`src/rtl/vcp_isa_pkg.sv`:
```
// Vector coprocessor ISA definitions: opcodes, opcode classes and the classifier
// shared by the issue queue and the instruction decoder.
package vcp_isa_pkg;

    localparam logic [4:0] VLOAD  = 5'b00000;
    localparam logic [4:0] VSTORE = 5'b00001;
    localparam logic [4:0] VADD   = 5'b00010;
    localparam logic [4:0] VSUB   = 5'b00011;
    localparam logic [4:0] VMUL   = 5'b00100;
    localparam logic [4:0] VSMUL  = 5'b00101;
    localparam logic [4:0] VRSUB  = 5'b00110;
    localparam logic [4:0] VFADD  = 5'b00111;
    localparam logic [4:0] VFSUB  = 5'b01000;
    localparam logic [4:0] VAND   = 5'b01001;
    localparam logic [4:0] VOR    = 5'b01010;
    localparam logic [4:0] VXOR   = 5'b01011;
    localparam logic [4:0] VSLL   = 5'b01100;
    localparam logic [4:0] VSRL   = 5'b01101;
    localparam logic [4:0] VSEQ   = 5'b01110;
    localparam logic [4:0] VSLT   = 5'b01111;

    typedef enum logic [2:0] {
        CLS_MEM,
        CLS_ALU,
        CLS_MUL,
        CLS_FADD,
        CLS_ILLEGAL
    } op_class_t;

    typedef enum logic [1:0] {
        StIdle,
        StWaitLat,
        StWaitMem
    } iq_state_t;

    function automatic op_class_t classify(input logic [4:0] opcode);
        op_class_t cls;
        if (opcode[4]) begin
            cls = CLS_ILLEGAL;
        end else begin
            case (opcode)
                VLOAD, VSTORE: cls = CLS_MEM;
                VMUL, VSMUL:   cls = CLS_MUL;
                VFADD, VFSUB:  cls = CLS_FADD;
                default:       cls = CLS_ALU;
            endcase
        end
        return cls;
    endfunction

endpackage

```
`src/rtl/vcp_sync_fifo.sv`:
```
// Single-clock FIFO with occupancy count; a push to a full FIFO or a pop from an
// empty FIFO is ignored.
module vcp_sync_fifo #(
    parameter int unsigned DEPTH = 8,
    parameter int unsigned WIDTH = 32
) (
    input  logic                           clk,
    input  logic                           reset,
    input  logic                           push,
    input  logic [WIDTH-1:0]               push_data,
    input  logic                           pop,
    output logic [WIDTH-1:0]               pop_data,
    output logic [$clog2(DEPTH+1)-1:0]     count,
    output logic                           full,
    output logic                           empty
);

    localparam int unsigned PtrW = $clog2(DEPTH);
    localparam int unsigned CntW = $clog2(DEPTH + 1);

    logic [WIDTH-1:0] mem [DEPTH];
    logic [PtrW-1:0]  wr_ptr_q, rd_ptr_q;
    logic [CntW-1:0]  count_q;
    logic             do_push, do_pop;

    assign full     = (count_q == CntW'(DEPTH));
    assign empty    = (count_q == '0);
    assign do_push  = push && !full;
    assign do_pop   = pop && !empty;
    assign pop_data = mem[rd_ptr_q];
    assign count    = count_q;

    always_ff @(posedge clk) begin
        if (do_push) begin
            mem[wr_ptr_q] <= push_data;
        end
    end

    // Power-of-two depth lets the pointers wrap by plain overflow.
    always_ff @(posedge clk) begin
        if (reset) begin
            wr_ptr_q <= '0;
            rd_ptr_q <= '0;
            count_q  <= '0;
        end else begin
            if (do_push) wr_ptr_q <= wr_ptr_q + PtrW'(1);
            if (do_pop)  rd_ptr_q <= rd_ptr_q + PtrW'(1);
            case ({do_push, do_pop})
                2'b10:   count_q <= count_q + CntW'(1);
                2'b01:   count_q <= count_q - CntW'(1);
                default: count_q <= count_q;
            endcase
        end
    end

endmodule

```
`src/rtl/vcp_issue_queue.sv`:
```
// Instruction buffer and issue sequencer: spaces issues by functional-unit latency,
// holds after loads/stores until memory completion and drops illegal opcodes.
module vcp_issue_queue
    import vcp_isa_pkg::*;
#(
    parameter int unsigned DEPTH    = 8,
    parameter int unsigned ALU_LAT  = 1,
    parameter int unsigned MUL_LAT  = 3,
    parameter int unsigned FADD_LAT = 4
) (
    input  logic                           clk,
    input  logic                           reset,
    input  logic [31:0]                    host_instr,
    input  logic                           host_valid,
    output logic                           host_ready,
    output logic [31:0]                    instruction,
    output logic                           instruction_valid,
    input  logic                           mem_done,
    output logic                           illegal_instr,
    output logic                           busy,
    output logic [$clog2(DEPTH+1)-1:0]     fifo_count
);

    localparam int unsigned MaxLat = (ALU_LAT > MUL_LAT) ?
        ((ALU_LAT > FADD_LAT) ? ALU_LAT : FADD_LAT) :
        ((MUL_LAT > FADD_LAT) ? MUL_LAT : FADD_LAT);
    localparam int unsigned LatW = $clog2(MaxLat + 1);

    iq_state_t        state_q, state_d;
    logic [LatW-1:0]  lat_q, lat_d, head_lat_m1;
    logic [31:0]      head, instr_q, instr_d;
    logic             valid_q, valid_d, illegal_q, illegal_d;
    logic             fifo_full, fifo_empty, pop;
    op_class_t        head_cls;

    vcp_sync_fifo #(
        .DEPTH (DEPTH),
        .WIDTH (32)
    ) u_fifo (
        .clk       (clk),
        .reset     (reset),
        .push      (host_valid),
        .push_data (host_instr),
        .pop       (pop),
        .pop_data  (head),
        .count     (fifo_count),
        .full      (fifo_full),
        .empty     (fifo_empty)
    );

    assign head_cls = classify(head[31:27]);

    always_comb begin
        head_lat_m1 = '0;
        unique case (head_cls)
            CLS_ALU:  head_lat_m1 = LatW'(ALU_LAT - 1);
            CLS_MUL:  head_lat_m1 = LatW'(MUL_LAT - 1);
            CLS_FADD: head_lat_m1 = LatW'(FADD_LAT - 1);
            default:  head_lat_m1 = '0;
        endcase
    end

    // A memory release lets the queued head go out at the same edge; valid_q marks
    // the issue cycle, where mem_done is ignored.
    assign pop = !fifo_empty &&
                 ((state_q == StIdle) || ((state_q == StWaitMem) && mem_done && !valid_q));

    always_ff @(posedge clk) begin
        if (reset) begin
            state_q <= StIdle;
            lat_q   <= '0;
        end else begin
            state_q <= state_d;
            lat_q   <= lat_d;
        end
    end

    always_comb begin
        state_d = state_q;
        lat_d   = lat_q;
        case (state_q)
            StWaitLat: begin
                lat_d = lat_q - LatW'(1);
                if (lat_q <= LatW'(1)) state_d = StIdle;
            end
            StWaitMem: begin
                if (mem_done && !valid_q) state_d = StIdle;
            end
            default: ;
        endcase
        if (pop) begin
            unique case (head_cls)
                CLS_ILLEGAL: state_d = StIdle;
                CLS_MEM:     state_d = StWaitMem;
                default: begin
                    lat_d   = head_lat_m1;
                    state_d = (head_lat_m1 != '0) ? StWaitLat : StIdle;
                end
            endcase
        end
    end

    always_comb begin
        valid_d   = pop && (head_cls != CLS_ILLEGAL);
        illegal_d = pop && (head_cls == CLS_ILLEGAL);
        instr_d   = valid_d ? head : '0;
    end

    always_ff @(posedge clk) begin
        if (reset) begin
            instr_q   <= '0;
            valid_q   <= 1'b0;
            illegal_q <= 1'b0;
        end else begin
            instr_q   <= instr_d;
            valid_q   <= valid_d;
            illegal_q <= illegal_d;
        end
    end

    assign instruction       = instr_q;
    assign instruction_valid = valid_q;
    assign illegal_instr     = illegal_q;
    assign host_ready        = !fifo_full;
    assign busy              = !fifo_empty || (state_q != StIdle);

endmodule

```
`config.mk`:
```
export PLATFORM = sky130hd
export DESIGN_NAME = vcp_issue_queue
export DESIGN_NICKNAME = d
export VERILOG_FILES = /design/src/rtl/vcp_isa_pkg.sv /design/src/rtl/vcp_sync_fifo.sv /design/src/rtl/vcp_issue_queue.sv
export SDC_FILE = /design/constraint.sdc
export NUM_CORES = 1
export LEC_CHECK = 0
export CAP_MARGIN = 30
export CORE_UTILIZATION = 55
export CTS_CLUSTER_SIZE = 20
export DETAILED_ROUTE_END_ITERATION = 10
export PLACE_DENSITY_LB_ADDON = 0.25
export SLEW_MARGIN = 20
export SYNTH_ARGS = -nofsm -noshare
export SYNTH_HDL_FRONTEND = slang
export SYNTH_HIERARCHICAL = 1
export SYNTH_SLANG_ARGS = --single-unit
```
`constraint.sdc`:
```
create_clock -name clk -period 13.6 [get_ports clk]
set_clock_uncertainty 0.2 [all_clocks]
set_input_delay 2.04 -clock clk [delete_from_list [all_inputs] [get_ports clk]]
set_output_delay 2.04 -clock clk [all_outputs]
set_load 0.03 [all_outputs]
```
Word level (Yosys, flattened, before mapping)
Memories as Yosys holds them, arrays and structs flattened. A register that Yosys moved wholly into a read port is not among the register bits.
Index checks and enable logic that the tools add are counted.
{"block": "op_classes", "addsub": 5, "n_lt_le_gt_ge": 1, "eq_ne": 16, "mux": 17, "bitwise": 1, "reduce_logical": 27}
{"operator": "3-bit 2-to-1 mux", "count": 6}
{"operator": "5-bit by 3-bit equality test with 1-bit output, second input constant", "count": 3}
{"operator": "2-bit one-hot mux with 2 select lines", "count": 3}
{"operator": "2-bit OR reduction", "count": 5}
{"operator": "1-bit logical AND", "count": 8}
{"operator": "4-bit one-hot mux with 2 select lines", "count": 1}
{"operator": "3-bit by 1-bit adder with 3-bit output, second input constant", "count": 2}
{"operator": "3-bit by 2-bit equality test with 1-bit output, second input constant", "count": 2}
{"operator": "2-bit 2-to-1 mux", "count": 3}
{"operator": "3-bit != test, second input constant", "count": 2}
{"operator": "2-bit one-hot mux with 3 select lines", "count": 1}
{"operator": "3-bit nonzero test", "count": 2}
{"operator": "5-bit by 1-bit equality test with 1-bit output, second input constant", "count": 1}
{"operator": "5-bit by 4-bit equality test with 1-bit output, second input constant", "count": 1}
{"operator": "5-bit logical NOT", "count": 1}
{"operator": "4-bit by 1-bit adder with 4-bit output, second input constant", "count": 1}
{"operator": "2-bit by 1-bit equality test with 1-bit output, second input constant", "count": 2}
{"operator": "2-bit equality test, second input constant", "count": 2}
{"operator": "4-bit equality test, second input constant", "count": 1}
{"operator": "4-bit logical NOT", "count": 1}
{"operator": "2-bit nonzero test", "count": 2}
{"operator": "4-bit by 1-bit subtractor with 4-bit output, second input constant", "count": 1}
{"operator": "3-bit equality test, second input constant", "count": 1}
{"operator": "3-bit by 1-bit <= comparator with 1-bit output, second input constant", "count": 1}
{"operator": "other kinds (9)", "count": 14}
{"block": "totals", "regBits": 49, "mem_bits_rw": 256, "input_bits": 36, "output_inout_bits": 40, "elab_cells": 76, "n_memories": 1}
{"memory": "u_fifo.mem", "depth": 8, "word_bits": 32, "read_ports": 1, "rd_ports_with_merged_regs": 1, "wr": 1, "line_no": "vcp_sync_fifo.sv:21", "source": "logic [WIDTH-1:0] mem [DEPTH];"}

Longest topological paths before layout
{"block": "depth", "depth_word": 10, "ltp_mapped": 12}

Modules after synthesis
Netlist, hierarchy kept.
{"module": "vcp_sync_fifo", "n_inst": 1, "cells_per_inst": 444, "area_each_um2": 10516.3}
{"module": "vcp_issue_queue", "n_inst": 1, "cells_per_inst": 117, "area_each_um2": 1290.0}

Least setup slack after synthesis
Ideal clock, no wire load.
{"block": "synth_timing", "kind": "input to register", "startpoint": "input port host_valid", "endpoint": "memory u_fifo.mem[0][0], enable pin", "setup_ns": 0.501, "t_arrival_ns": 5.168, "required_ns": 12.899, "setup_slack_ns": 7.730, "path_stages": 2, "n_path_buf": 0, "cell_sequence": "nand2_8 -> nor4_1"}
{"block": "synth_between", "elab_chain_cells": 3}
{"item": "from (decl)", "line_no": "vcp_issue_queue.sv:14", "source": "input logic host_valid,"}
{"item": "1-bit logical AND", "line_no": "vcp_sync_fifo.sv:28", "source": "assign do_push = push && !full;"}
{"item": "1-bit 2-to-1 mux", "line_no": "vcp_sync_fifo.sv:34", "source": "if (do_push) begin"}
{"item": "1-bit 2-to-1 mux (not written as such)", "line_no": "vcp_sync_fifo.sv:35", "source": "mem[wr_ptr_q] <= push_data;"}
{"item": "to (decl)", "line_no": "vcp_sync_fifo.sv:21"}
Every way passes these cells.

Worst setup path after layout
{"block": "layout_timing", "startpoint": "register u_fifo.count_q[1], in the netlist u_fifo/count[1]", "endpoint": "output port host_ready"}
{"block": "layout_between", "elab_chain_cells": 2}
{"item": "from (decl)", "line_no": "vcp_sync_fifo.sv:23", "source": "logic [CntW-1:0] count_q;"}
{"item": "from (signal assigned)", "line_no": "vcp_sync_fifo.sv:49", "source": "2'b10: count_q <= count_q + CntW'(1);"}
{"item": "from (signal assigned)", "line_no": "vcp_sync_fifo.sv:50", "source": "2'b01: count_q <= count_q - CntW'(1);"}
{"item": "from (signal assigned)", "line_no": "vcp_sync_fifo.sv:51", "source": "default: count_q <= count_q;"}
{"item": "4-bit equality test", "line_no": "vcp_sync_fifo.sv:26", "source": "assign full = (count_q == CntW'(DEPTH));"}
{"item": "named net fifo_full", "line_no": "vcp_issue_queue.sv:33", "source": "logic fifo_full, fifo_empty, pop;"}
{"item": "1-bit logical NOT", "line_no": "vcp_issue_queue.sv:124", "source": "assign host_ready = !fifo_full;"}
{"item": "to (decl)", "line_no": "vcp_issue_queue.sv:15", "source": "output logic host_ready,"}
The timed path passes the listed nets, and every way through them passes these cells.

==> reports/summary.txt <==
Tot Pwr - 0.002497 W
Count leader, synth - edfxtp_1
Critical setup path kind - flop to output port
Vias - 5469
Syn Inst Count - 561
Fill cell count - 1338
Max_slew headroom - 0.3809
Hold_sp - lat_q[2]
Core Rows - 53
Buffers on Ports - 75
Post-DR wirelength/cell - 22.65 um
Initial core utilization - 0.5616
# IOs - 76
Hold Path Stages - 2
Distinct cells, synth - 47
Post-CTS Setup Inserts - 0
Status - complete, no violations
Worst Path Required - 11.36 ns
Asr flop ratio synth - 0
Crit path DAT - 2.29 ns
Post-cts resize count - 0
Number of CTS-inserted buffers - 30
GRT Resource Usage Total - 0.2057
Syn-to-layout area delta - 17.80%
Final setup fails - 0
Internal power - 0.001853 W
Sw Ratio - 0.2579
Max H-tree Level - 1
Synth Warn # - 6
Worst-path clk slew - 0.06 ns
Remaining Overflow, GRT - 0
Share of cells above drive strength 1 - 0.2094
Largest net degree at the start of global routing - 65
Synth Net Count - 604
Hold Path Class - flop to flop
Post-synth EDFFs - 256
Post-Route WL - 21610 um
Final Hold Fails - 0
Synth area leaders - edfxtp_1 65%, dfxtp_1 8.8%, mux4_1 6.9%, mux4_2 6.3%, mux2_4 2.2%
Die area - 22060 um^2
Worst Setup SP - u_fifo/count[1]
Max IR drop VDD - 0.1134 mV
Multi-input logic area - 2902 um^2
Drt pass-1 iters - 4
Post-Synthesis Cell Area - 11810 um^2
First DRT Iteration DRCs - 361
Largest fanout on the critical path - 9
Vias in the first global route - 5843
Setup TNS - 0 ns
Final HPWL DP - 11760 um
Nets@finish - 697
Seq/Total Area, Yosys - 0.7393
DRC - 0
Leakage power - 4.576 nW
Commonest cells post-synth - 256 x edfxtp_1, 52 x dfxtp_1, 33 x mux4_2
Post-synth top area share - 0.6511
Slew Limit Fails - 0
Worst-margin pin slew - 0.9286 ns
Fin crit period - 4.532 ns
Startpoint Class - flop
Reg2reg path depth - 6
Yosys top cell by area - edfxtp_1
Worst-Skew Late Latency - 0.54 ns
Mean post-synth cell area - 21.05 um^2
Gpl congestion - 0.7428
Net Sw Power - 0.0006440 W
Final ANT Viol Nets - 0
Die Span X - 148.5 um
Seq pwr share - 0.460
Crit share post-route - 0.3332
Root buf cell - clkbuf_16
Fmax - 220.7 MHz
TritonCTS clock tree - yes
#FFs+latches synth - 308
Top_reg_cell synth - edfxtp_1
Global-route wire length before repair - 33610 um
Die H - 148.5 um
Initial antenna violation count - 1
Logic pwr share - 0.206
RSZ-0062 raised after global routing - no
Routed vias/inst - 5.733
Post-layout instance area - 13910 um^2
Power Density - 179.5 nW/um^2
Clock share of power - 0.334
Register area - 8737 um^2
Clk sink count - 308
Max clock buf depth - 3
Placement Cell Area - 12900 um^2
Core Footprint - 21020 um^2
Hold Buf Count CTS - 0
Setup crit end kind - output port
Max Cap Violations - 0
==> layer usage <==
| layer | routed length [um] | vias to the layer above | track usage |
|---|---|---|---|
| met5 | 0 | - | 0 |
| met1 | 8750 | 2821 | 0.2689 |
| met4 | 474 | 0 | 0.06495 |
| met2 | 11140 | 157 | 0.3535 |
| met3 | 1238 | 34 | 0.03466 |
| li1 | - | 2457 | - |
==> cell type report <==
| class | count | area share |
|---|---|---|
| Antenna cell | 1 | 0.0001799 |
| Clock buffer | 49 | 0.06423 |
| Clock inverter | 7 | 0.008186 |
| Inverter | 6 | 0.001619 |
| Multi-Input combinational cell | 222 | 0.2086 |
| Sequential cell | 308 | 0.6282 |
| Tap cell | 275 | 0.02474 |
| Timing Repair Buffer | 86 | 0.06423 |
==> worst max-delay path: stages (launching register included) <==
cell and delay [ns]:
dfxtp_1 0.40, or4b_4 0.66, inv_1 0.08, inv_1 0.04, clkdlybuf4s50_1 0.58
==> flip-flops by register name (all words and copies together), names as in the netlist, named ones only <==
signal and cells:
illegal_instr 1, instruction 32, instruction_valid 1, lat_q 3, state_q 2, u_fifo/count 4, u_fifo/mem 256, u_fifo/rd_ptr_q 3
u_fifo/wr_ptr_q 3
==> power groups by stage <==
stage	Sequential [W]	Clock, W	Combinational (W)
3_3_place_gp	0.00116	0	0.000502
3_5_place_dp	0.00117	0	0.000517
2_1_floorplan	0.00120	0	0.000332
4_1_cts	0.00115	0.000851	0.000520
6_report	0.00115	0.000835	0.000515
5_1_grt	0.00116	0.000885	0.000556
==> metrics by stage <==
| step | hold WS, ns | std cells | util | setup WS [ns] |
|---|---|---|---|---|
| global placement | 0.2859 | 894 | 0.6095 | 8.828 |
| finish | 0.3181 | 954 | 0.6616 | 9.068 |
| CTS | 0.3179 | 953 | 0.6615 | 9.047 |
| detailed placement | 0.3003 | 897 | 0.6136 | 8.662 |
| global route | 0.3492 | 953 | 0.6615 | 8.982 |
| floorplan | 0.2734 | 561 | - | 7.730 |
==> logic make-up after synthesis <==
group	count (synthesis)	share of synthesized area
adder cells (fa/ha/maj)	7	0.007418
XOR/XNOR	9	0.007313
other	1	0.0003176
multiplexers	101	0.1724
buffers and inverters	31	0.01908
AND/OR/NAND/NOR	85	0.04165
AO/OA/AOI/OAI	19	0.01251
flip-flops	308	0.7393
==> final timing paths <==
kind | end | slack, ns
setup / recovery | host_ready | 9.07
hold / removal | lat_q[2] | 0.32
setup reg to reg | instruction[11] | 9.76
hold reg to reg | lat_q[2] | 0.32
==> cell usage in the layout, fill, tap and decap left out, types with 2 or more instances in the layout <==
cell type        count
dfxtp_4              2
buf_16               3
dfxtp_1             49
clkbuf_1            13
clkdlybuf4s50_1     75
xor2_1               6
clkbuf_16           31
nand2b_1             4
buf_4                8
mux2_4              17
and2_1              30
mux4_2              33
nor3_1               5
nor2_4               3
xnor2_1              2
a21oi_1              5
nand2_1              6
clkinv_2             3
nor2b_1              3
ha_1                 7
mux2_2              18
nor2_1              16
inv_1                6
edfxtp_1           256
mux2i_1              2
nand3_1              2
o21bai_1             2
nor3_2               4
mux4_1              31
o21ai_0              4
clkbuf_8             5
bufinv_16            3
No activity file was read; power rests on OpenSTA's default activity.
